**config.mk**
```make
export PLATFORM = sky130hd
export DESIGN_NAME = punc_lsu
export DESIGN_NICKNAME = d
export VERILOG_FILES = /design/src/rtl/punc_lsu_pkg.sv /design/src/rtl/punc_lsu_addr_gen.sv /design/src/rtl/punc_lsu.sv
export SDC_FILE = /design/constraint.sdc
export NUM_CORES = 1
export LEC_CHECK = 0
export CAP_MARGIN = 20
export CORE_UTILIZATION = 39
export DETAILED_ROUTE_END_ITERATION = 7
export PLACE_DENSITY_LB_ADDON = 0.25
export RECOVER_POWER = 100
export SKIP_LAST_GASP = 1
export SYNTH_ARGS = -nofsm -noshare
export SYNTH_HDL_FRONTEND = slang
export SYNTH_SLANG_ARGS = --single-unit
```
**constraint.sdc**
```tcl
create_clock -name clk -period 1.66 [get_ports clk]
set_input_delay 0.166 -clock clk [delete_from_list [all_inputs] [get_ports clk]]
set_output_delay 0.166 -clock clk [all_outputs]
set_load 0.02 [all_outputs]
```
**src/rtl/punc_lsu_pkg.sv**
```systemverilog
// Shared types for the PUnC load/store unit.
// Op codes and FSM state encodings.
package punc_lsu_pkg;

  typedef enum logic [1:0] {
    LSU_OP_LD  = 2'b00,
    LSU_OP_ST  = 2'b01,
    LSU_OP_LDI = 2'b10,
    LSU_OP_STI = 2'b11
  } lsu_op_e;

  typedef enum logic [2:0] {
    LSU_IDLE = 3'd0,
    LSU_RD   = 3'd1,
    LSU_WAIT = 3'd2,
    LSU_WR   = 3'd3,
    LSU_RESP = 3'd4
  } lsu_state_e;

endpackage

```
**src/rtl/punc_lsu_addr_gen.sv**
```systemverilog
// Effective address (base + sign-extended offset, wrapping)
// and out-of-range flags for the effective address and a pointer.
module punc_lsu_addr_gen #(
  parameter int ADDR_W    = 16,
  parameter int OFF_W     = 9,
  parameter int MEM_DEPTH = 1024
) (
  input  logic [ADDR_W-1:0] base,
  input  logic [OFF_W-1:0]  off,
  input  logic [ADDR_W-1:0] ptr,
  output logic [ADDR_W-1:0] addr,
  output logic              addr_oob,
  output logic              ptr_oob
);

  logic [ADDR_W-1:0] off_ext;

  assign off_ext  = {{(ADDR_W-OFF_W){off[OFF_W-1]}}, off};
  assign addr     = base + off_ext;
  assign addr_oob = 64'(addr) >= 64'(MEM_DEPTH);
  assign ptr_oob  = 64'(ptr) >= 64'(MEM_DEPTH);

endmodule

```
**src/rtl/punc_lsu.sv**
```systemverilog
// PUnC load/store unit: LD/ST/LDI/STI over a 1-cycle sync memory.
// Optional bounds checking with `define PUNC_LSU_BOUNDS_EN.
module punc_lsu
  import punc_lsu_pkg::*;
#(
  parameter int DATA_W    = 16,
  parameter int ADDR_W    = 16,
  parameter int OFF_W     = 9,
  parameter int MEM_DEPTH = 1024
) (
  input  logic              clk,
  input  logic              rst_n,
  input  logic              req_valid,
  output logic              req_ready,
  input  logic [1:0]        req_op,
  input  logic [ADDR_W-1:0] req_base,
  input  logic [OFF_W-1:0]  req_off,
  input  logic [DATA_W-1:0] req_wdata,
  output logic              rsp_valid,
  input  logic              rsp_ready,
  output logic [DATA_W-1:0] rsp_data,
  output logic [2:0]        rsp_nzp,
  output logic              rsp_err,
  output logic              mem_re,
  output logic [ADDR_W-1:0] mem_r_addr,
  input  logic [DATA_W-1:0] mem_r_data,
  output logic              mem_w_en,
  output logic [ADDR_W-1:0] mem_w_addr,
  output logic [DATA_W-1:0] mem_w_data
);

`ifdef PUNC_LSU_BOUNDS_EN
  localparam bit BOUNDS_EN = 1'b1;
`else
  localparam bit BOUNDS_EN = 1'b0;
`endif

  lsu_state_e        state_q, state_d;
  lsu_op_e           op_q;
  logic              ind_q;
  logic [ADDR_W-1:0] addr_q;
  logic [DATA_W-1:0] data_q;
  logic [DATA_W-1:0] wdata_q;
  logic [2:0]        nzp_q;
  logic              err_q;

  logic [ADDR_W-1:0] ea;
  logic              ea_oob;
  logic              ptr_oob;
  logic              accept;
  logic              ea_bad;
  logic              ptr_bad;
  logic [2:0]        rd_nzp;

  punc_lsu_addr_gen #(
    .ADDR_W   (ADDR_W),
    .OFF_W    (OFF_W),
    .MEM_DEPTH(MEM_DEPTH)
  ) u_addr_gen (
    .base    (req_base),
    .off     (req_off),
    .ptr     (mem_r_data[ADDR_W-1:0]),
    .addr    (ea),
    .addr_oob(ea_oob),
    .ptr_oob (ptr_oob)
  );

  assign accept  = req_valid && (state_q == LSU_IDLE);
  assign ea_bad  = BOUNDS_EN && ea_oob;
  assign ptr_bad = BOUNDS_EN && ptr_oob;

  always_comb begin
    rd_nzp    = 3'b000;
    rd_nzp[2] = mem_r_data[DATA_W-1];
    rd_nzp[1] = (mem_r_data == '0);
    rd_nzp[0] = ~rd_nzp[2] & ~rd_nzp[1];
  end

  always_comb begin
    state_d = state_q;
    unique case (state_q)
      LSU_IDLE: begin
        if (req_valid) begin
          if (ea_bad)
            state_d = LSU_RESP;
          else if (lsu_op_e'(req_op) == LSU_OP_ST)
            state_d = LSU_WR;
          else
            state_d = LSU_RD;
        end
      end
      LSU_RD:   state_d = LSU_WAIT;
      LSU_WAIT: begin
        if (!ind_q)
          state_d = LSU_RESP;
        else if (ptr_bad)
          state_d = LSU_RESP;
        else if (op_q == LSU_OP_STI)
          state_d = LSU_WR;
        else
          state_d = LSU_RD;
      end
      LSU_WR:   state_d = LSU_RESP;
      LSU_RESP: if (rsp_ready) state_d = LSU_IDLE;
      default:  state_d = LSU_IDLE;
    endcase
  end

  always_ff @(posedge clk or negedge rst_n) begin
    if (!rst_n) begin
      state_q <= LSU_IDLE;
      op_q    <= LSU_OP_LD;
      ind_q   <= 1'b0;
      addr_q  <= '0;
      data_q  <= '0;
      wdata_q <= '0;
      nzp_q   <= 3'b000;
      err_q   <= 1'b0;
    end else begin
      state_q <= state_d;
      if (accept) begin
        op_q    <= lsu_op_e'(req_op);
        ind_q   <= req_op[1];
        addr_q  <= ea;
        wdata_q <= req_wdata;
        data_q  <= '0;
        nzp_q   <= 3'b000;
        err_q   <= ea_bad;
      end else if (state_q == LSU_WAIT) begin
        if (ind_q) begin
          // first read of an indirect op returns the pointer
          ind_q  <= 1'b0;
          addr_q <= mem_r_data[ADDR_W-1:0];
          err_q  <= ptr_bad;
        end else begin
          data_q <= mem_r_data;
          nzp_q  <= rd_nzp;
        end
      end
    end
  end

  assign req_ready  = (state_q == LSU_IDLE);
  assign rsp_valid  = (state_q == LSU_RESP);
  assign rsp_data   = data_q;
  assign rsp_nzp    = nzp_q;
  assign mem_re     = (state_q == LSU_RD);
  assign mem_r_addr = mem_re ? addr_q : '0;
  assign mem_w_en   = (state_q == LSU_WR);
  assign mem_w_addr = mem_w_en ? addr_q : '0;
  assign mem_w_data = mem_w_en ? wdata_q : '0;

`ifdef PUNC_LSU_BOUNDS_EN
  assign rsp_err = err_q;
`else
  assign rsp_err = 1'b0;
`endif

endmodule

```
After elaboration in Yosys (flattened, before gate mapping)
Cells that the tools add are included.
{"block": "totals", "regBits": 57, "latchBits": 0, "inputBits": 63, "out_inout_bits": 72, "rom_bits": 0, "ram_bits": 0, "n_memories": 0, "wordCells": 48}
{"block": "classes", "n_div": 0, "reduce_logical": 8, "addsub": 1, "n_eq_ne": 9, "n_mux": 20, "multipliers": 0, "bitwise": 3, "order_cmp": 0, "shift": 0}
{"operator": "2-to-1 mux 16 bit", "count": 9}
{"operator": "2-to-1 mux 3 bit", "count": 6}
{"operator": "adder 16 bit", "count": 1}
{"operator": "logical NOT 16 bit", "count": 1}
{"operator": "one-hot mux 3 bit (5 select lines)", "count": 1}
{"operator": "== test 3 x 2 -> 1 bit (second input constant)", "count": 2}
{"operator": "AND reduction 2 bit", "count": 3}
{"operator": "2-to-1 mux 2 bit", "count": 2}
{"operator": "!= test 2 x 1 -> 1 bit (second input constant)", "count": 2}
{"operator": "nonzero test 2 bit", "count": 2}
{"operator": "== test 3 x 1 -> 1 bit (second input constant)", "count": 1}
{"operator": "== test 3 bit (second input constant)", "count": 1}
{"operator": "logical NOT 3 bit", "count": 1}
{"operator": "== test 2 x 1 -> 1 bit (second input constant)", "count": 1}
{"operator": "== test 2 bit (second input constant)", "count": 1}
{"operator": "2-to-1 mux 1 bit", "count": 2}
{"operator": "!= test 2 bit (second input constant)", "count": 1}
{"operator": "inverter 1 bit", "count": 2}
{"operator": "AND 1 bit", "count": 1}
{"operator": "logical AND 1 bit", "count": 1}

Logic depth before layout (Yosys ltp)
{"block": "logic_depth", "ltp_word": 6, "mapped_depth": 8, "ltp_nobuf": 8}

Hierarchy
Synthesis repeated with hierarchy kept, for this count alone.
{"block": "hier_totals", "cells_unflattened": 381, "hier_area_um2": 3550.9}
{"mod": "punc_lsu", "instances": 1, "cells_per_inst": 274, "area_per_inst_um2": 2693.8, "seq_area_each_um2": 1401.3}
{"mod": "punc_lsu_addr_gen", "instances": 1, "cells_per_inst": 107, "area_per_inst_um2": 857.1, "seq_area_each_um2": 0.0}

Worst setup path before layout
OpenSTA, ideal clock, no wires.
{"block": "synth_timing", "path_type": "input port to flip-flop", "from": "input req_base[0]", "to": "register addr_q[14]", "setup_slack_ps": -422, "stages": 8, "arrival_time_ps": 2013, "setup_time_ps": 69, "n_path_buf": 0, "path_cell_list": "ha_1 > fa_1 > a21o_1 > a32oi_2 > o211ai_2 > a31o_1 > or4b_1 > nand3_1"}
{"block": "synth_between", "elab_chain_len": 2}
{"item": "from (decl)", "line": "punc_lsu.sv:16", "rtl": "input logic [ADDR_W-1:0] req_base,"}
{"item": "adder 16 bit", "line": "punc_lsu_addr_gen.sv:19", "rtl": "assign addr = base + off_ext;"}
{"item": "2-to-1 mux 16 bit", "line": "punc_lsu.sv:121", "rtl": "if (accept) begin"}
{"item": "to (signal assigned)", "line": "punc_lsu.sv:133", "rtl": "addr_q <= mem_r_data[ADDR_W-1:0];"}
{"item": "to (decl)", "line": "punc_lsu.sv:41", "rtl": "logic [ADDR_W-1:0] addr_q;"}
Every way passes these cells.
A chain may end at the register's enable or synchronous reset.

Worst setup path after layout
{"block": "layout_timing", "from": "input req_off[0]", "to": "register addr_q[14]"}
{"block": "layout_between", "elab_chain_len": 2}
{"item": "from (decl)", "line": "punc_lsu.sv:17", "rtl": "input logic [OFF_W-1:0] req_off,"}
{"item": "adder 16 bit", "line": "punc_lsu_addr_gen.sv:19"}
{"item": "2-to-1 mux 16 bit", "line": "punc_lsu.sv:121"}
Every way passes these cells.

==> impl_metrics.tcl <==
set metrics [dict create \
    reg2reg_slack_ps -150 \
    synth.most_common_cell "nand2_1" \
    vias 3882 \
    r2r_cells 8 \
    outcome "complete, but fails checks" \
    reg2reg_from "state_q[2]" \
    nFillCells 481 \
    synth-edff-count 0 \
    relSlewSlack_pct 44.8 \
    violations "negative setup slack" \
    cap_violations 0 \
    cts_tree "built" \
    dieArea_sq_um 8640 \
    ys_warn_count 0 \
    syn_area_sq_um 3230 \
    crit_fanout 2 \
    rsz0062_at_grt "true" \
    clock_skew_ps 8.29 \
    r2r-end "addr_q[15]" \
    setup_viol 90 \
    hold_path_startpoint "req_base[0]" \
    initial_core_util_pct 41.1 \
    finalHoldViolCount 0 \
    worstPathRequired_ps 1920 \
    hold_end "addr_q[0]" \
    die_y_um 92.9 \
    drt.antenna.violating_nets 0 \
    place_ws_ps -950 \
    grt_first_pass_wirelength_um 18700 \
    die_width_um 92.9 \
    fp-row-count 32 \
    crit_buf_inv 1 \
    p_total_mw 8.48 \
    start_kind "input pin" \
    pin_count 135 \
    yosysSeqAreaShare_pct 43.4 \
    post_drt_wl_per_cell_um 19.5 \
    ys_types 48 \
    wirelength_um 13500 \
    setup_tns_ps -9880 \
    worstMarginPinSlew_ps 828 \
    synth_common_cells "nand2_1 (68), dfrtp_1 (56), and2_1 (49)" \
    drc 0 \
    timing.fmax_ghz 0.527 \
    place_inst 644 \
    cp_top_family "compound AO/OA/AOI/OAI gates" \
    core_sq_um 7850 \
    setup.worst_path.end_class "flip-flop" \
    antenna_cells 0 \
    synth_area_leaders "dfrtp_1 (43%), and2_1 (9.5%), nand2_1 (7.9%)" \
    synth_area_per_cell_sq_um 9.11 \
    syn_inst 354 \
    routabilityCongestion 0.874 \
    viasPerCell 5.59 \
    grt_overflow 0 \
    firstDrtPassIters 5 \
    async_reset_ff_share_pct 100 \
    ys_ff_latch 56 \
    fin_cells 695 \
    grt_pass1_vias 3843 \
    setup_ws_ps -238 \
    synth_top_flop_cell "dfrtp_1" \
    holdCritPathClass "in -> reg" \
    p_leak_nw 3.04 \
    numPortBuffers 133 \
    final_max_slew_viol_count 0 \
    clk_pin_slew_ps 100 \
    cp_cell_sequence "buf_6 -> ha_4 -> fa_2 -> a21o_1 -> a32oi_2 -> o211ai_2 -> a31o_1 -> or4b_1 -> nand3_1" \
    cts_htree_levels 2 \
    vdd_drop_max_v 0.000618 \
    slowest_delay_ps 500 \
    worstSetupPathType "in -> reg" \
    cts.sinks 56 \
    grt_usage_pct 27.6 \
    cts_made_buffers 5 \
    cp_slowest_cell "or4b_1" \
    yosysTopAreaCell "dfrtp_1" \
    fin_crit_sh_pct 114 \
    worstPathArrival_ps 2160 \
    final_layout_size_suffix_gt1_share_pct 47.7 \
    syn-num-nets 433 \
    power_density_nw_per_um2 1360 \
    hpwl_um 7640 \
    holdPathStages 4 \
    area_growth_pct 93.5 \
    antenna_found_initial 0 \
    root_buffer "clkbuf_8" \
    drt_iter0_markers 244 \
    num-nets-final 671 \
    grt_max_degree 42 \
    clock_latency_ps 320 \
    yosysTopAreaCellShare_pct 43.4 \
    clk_path_buf_depth 2 \
    min_period_ps 1900 \
]
worst min-delay path: cells and delay by family:
family / cells / cell delay, ps
simple gates: 2 / 110
fa+ha+maj: 1 / 110
buf+inv: 1 / 70
registers in the layout, indices dropped and copies added (netlist names):
| register | flops |
|---|---|
| addr_q | 16 |
| ind_q | 1 |
| op_q | 2 |
| rsp_data | 16 |
| rsp_nzp | 2 |
| state_q | 3 |
| wdata_q | 16 |
layout by cell type, fill, tap and decap left out, types with 10 or more instances in the layout:
cell type / Yosys / final
buf_6: 0 / 79
dlygate4sd3_1: 0 / 20
a22o_1: 16 / 16
a22oi_1: 12 / 11
dfrtp_1: 56 / 54
nand2_1: 68 / 61
o21ai_1: 0 / 10
and2_4: 0 / 47
buf_4: 2 / 77
dlygate4sd2_1: 0 / 10
xor2_1: 10 / 10
clkdlybuf4s50_1: 0 / 41
through the flow:
stage	utilization (%)	instance area [sq um]	hold slack, ps
4_1_cts	74.8	5870	196
3_5_place_dp	66.2	5190	94.6
3_3_place_gp	66.0	5180	96.5
5_1_grt	79.5	6240	201
6_report	79.5	6240	170
2_1_floorplan	-	3250	-130
cell families after synthesis:
group           count (synthesis)  synth area share (%)
simple gates                  153                  23.5
other cells                     1                 0.116
flops                          56                  43.4
xor+xnor                       13                  3.53
fa+ha+maj                      16                  6.44
compound gates                 88                  19.2
mux                             2                 0.659
buf+inv                        25                  3.18
power by group:
part           total (mW)  internal (mW)  leakage [nW]  switching [mW]
Sequential           2.45           1.98         0.706           0.470
Clock               0.798          0.340        0.0445           0.458
Combinational        5.23           2.61          2.29            2.62
Total                8.48           4.93          3.04            3.55
routing by layer:
layer  GRT usage, %  vias up  routed length [um]  part of all wire, %
met4           9.36        0                 648                  4.8
met5              0        -                   0                    0
met2           51.5      210                6910                   51
met1           31.9     1891                5130                   38
li1               -     1720                   -                    -
met3           4.02       61                 853                  6.3
timing repair:
| item | 4_1_cts | 5_1_grt |
|---|---|---|
| cloned | 7 | 1 |
| setup endpoints to repair | 65 | 87 |
| buffers inserted | 27 | 15 |
| endpoints found under the hold margin | 15 | 0 |
| pin swaps | 38 | 53 |
| gates resized for setup | 420 | 107 |
| hold buffers | 1 | 0 |
worst max-delay path by stage:
stage                startpoint         end  slack, ps  cells past startpoint
finish               req_off[0]  addr_q[14]       -240                      9
global route         req_off[0]  addr_q[14]       -280                      9
CTS                  req_off[0]  addr_q[14]       -220                      9
detailed placement  req_base[0]  addr_q[14]       -950                      9
global placement    req_base[0]  addr_q[14]       -900                      9
floorplan           req_base[0]  addr_q[14]       -330                      8
final cells by class:
type                    count  area [sq um]  area share [%]
clock buffers               7          86.3            1.38
clock inverters             1          7.51           0.120
inverters                   9          33.8           0.541
multi-input cells         273          2220            35.6
flip-flops and latches     56          1400            22.5
well taps                 102           128            2.04
repair buffers            247          2360            37.9
(Power assumes the default switching activity.)
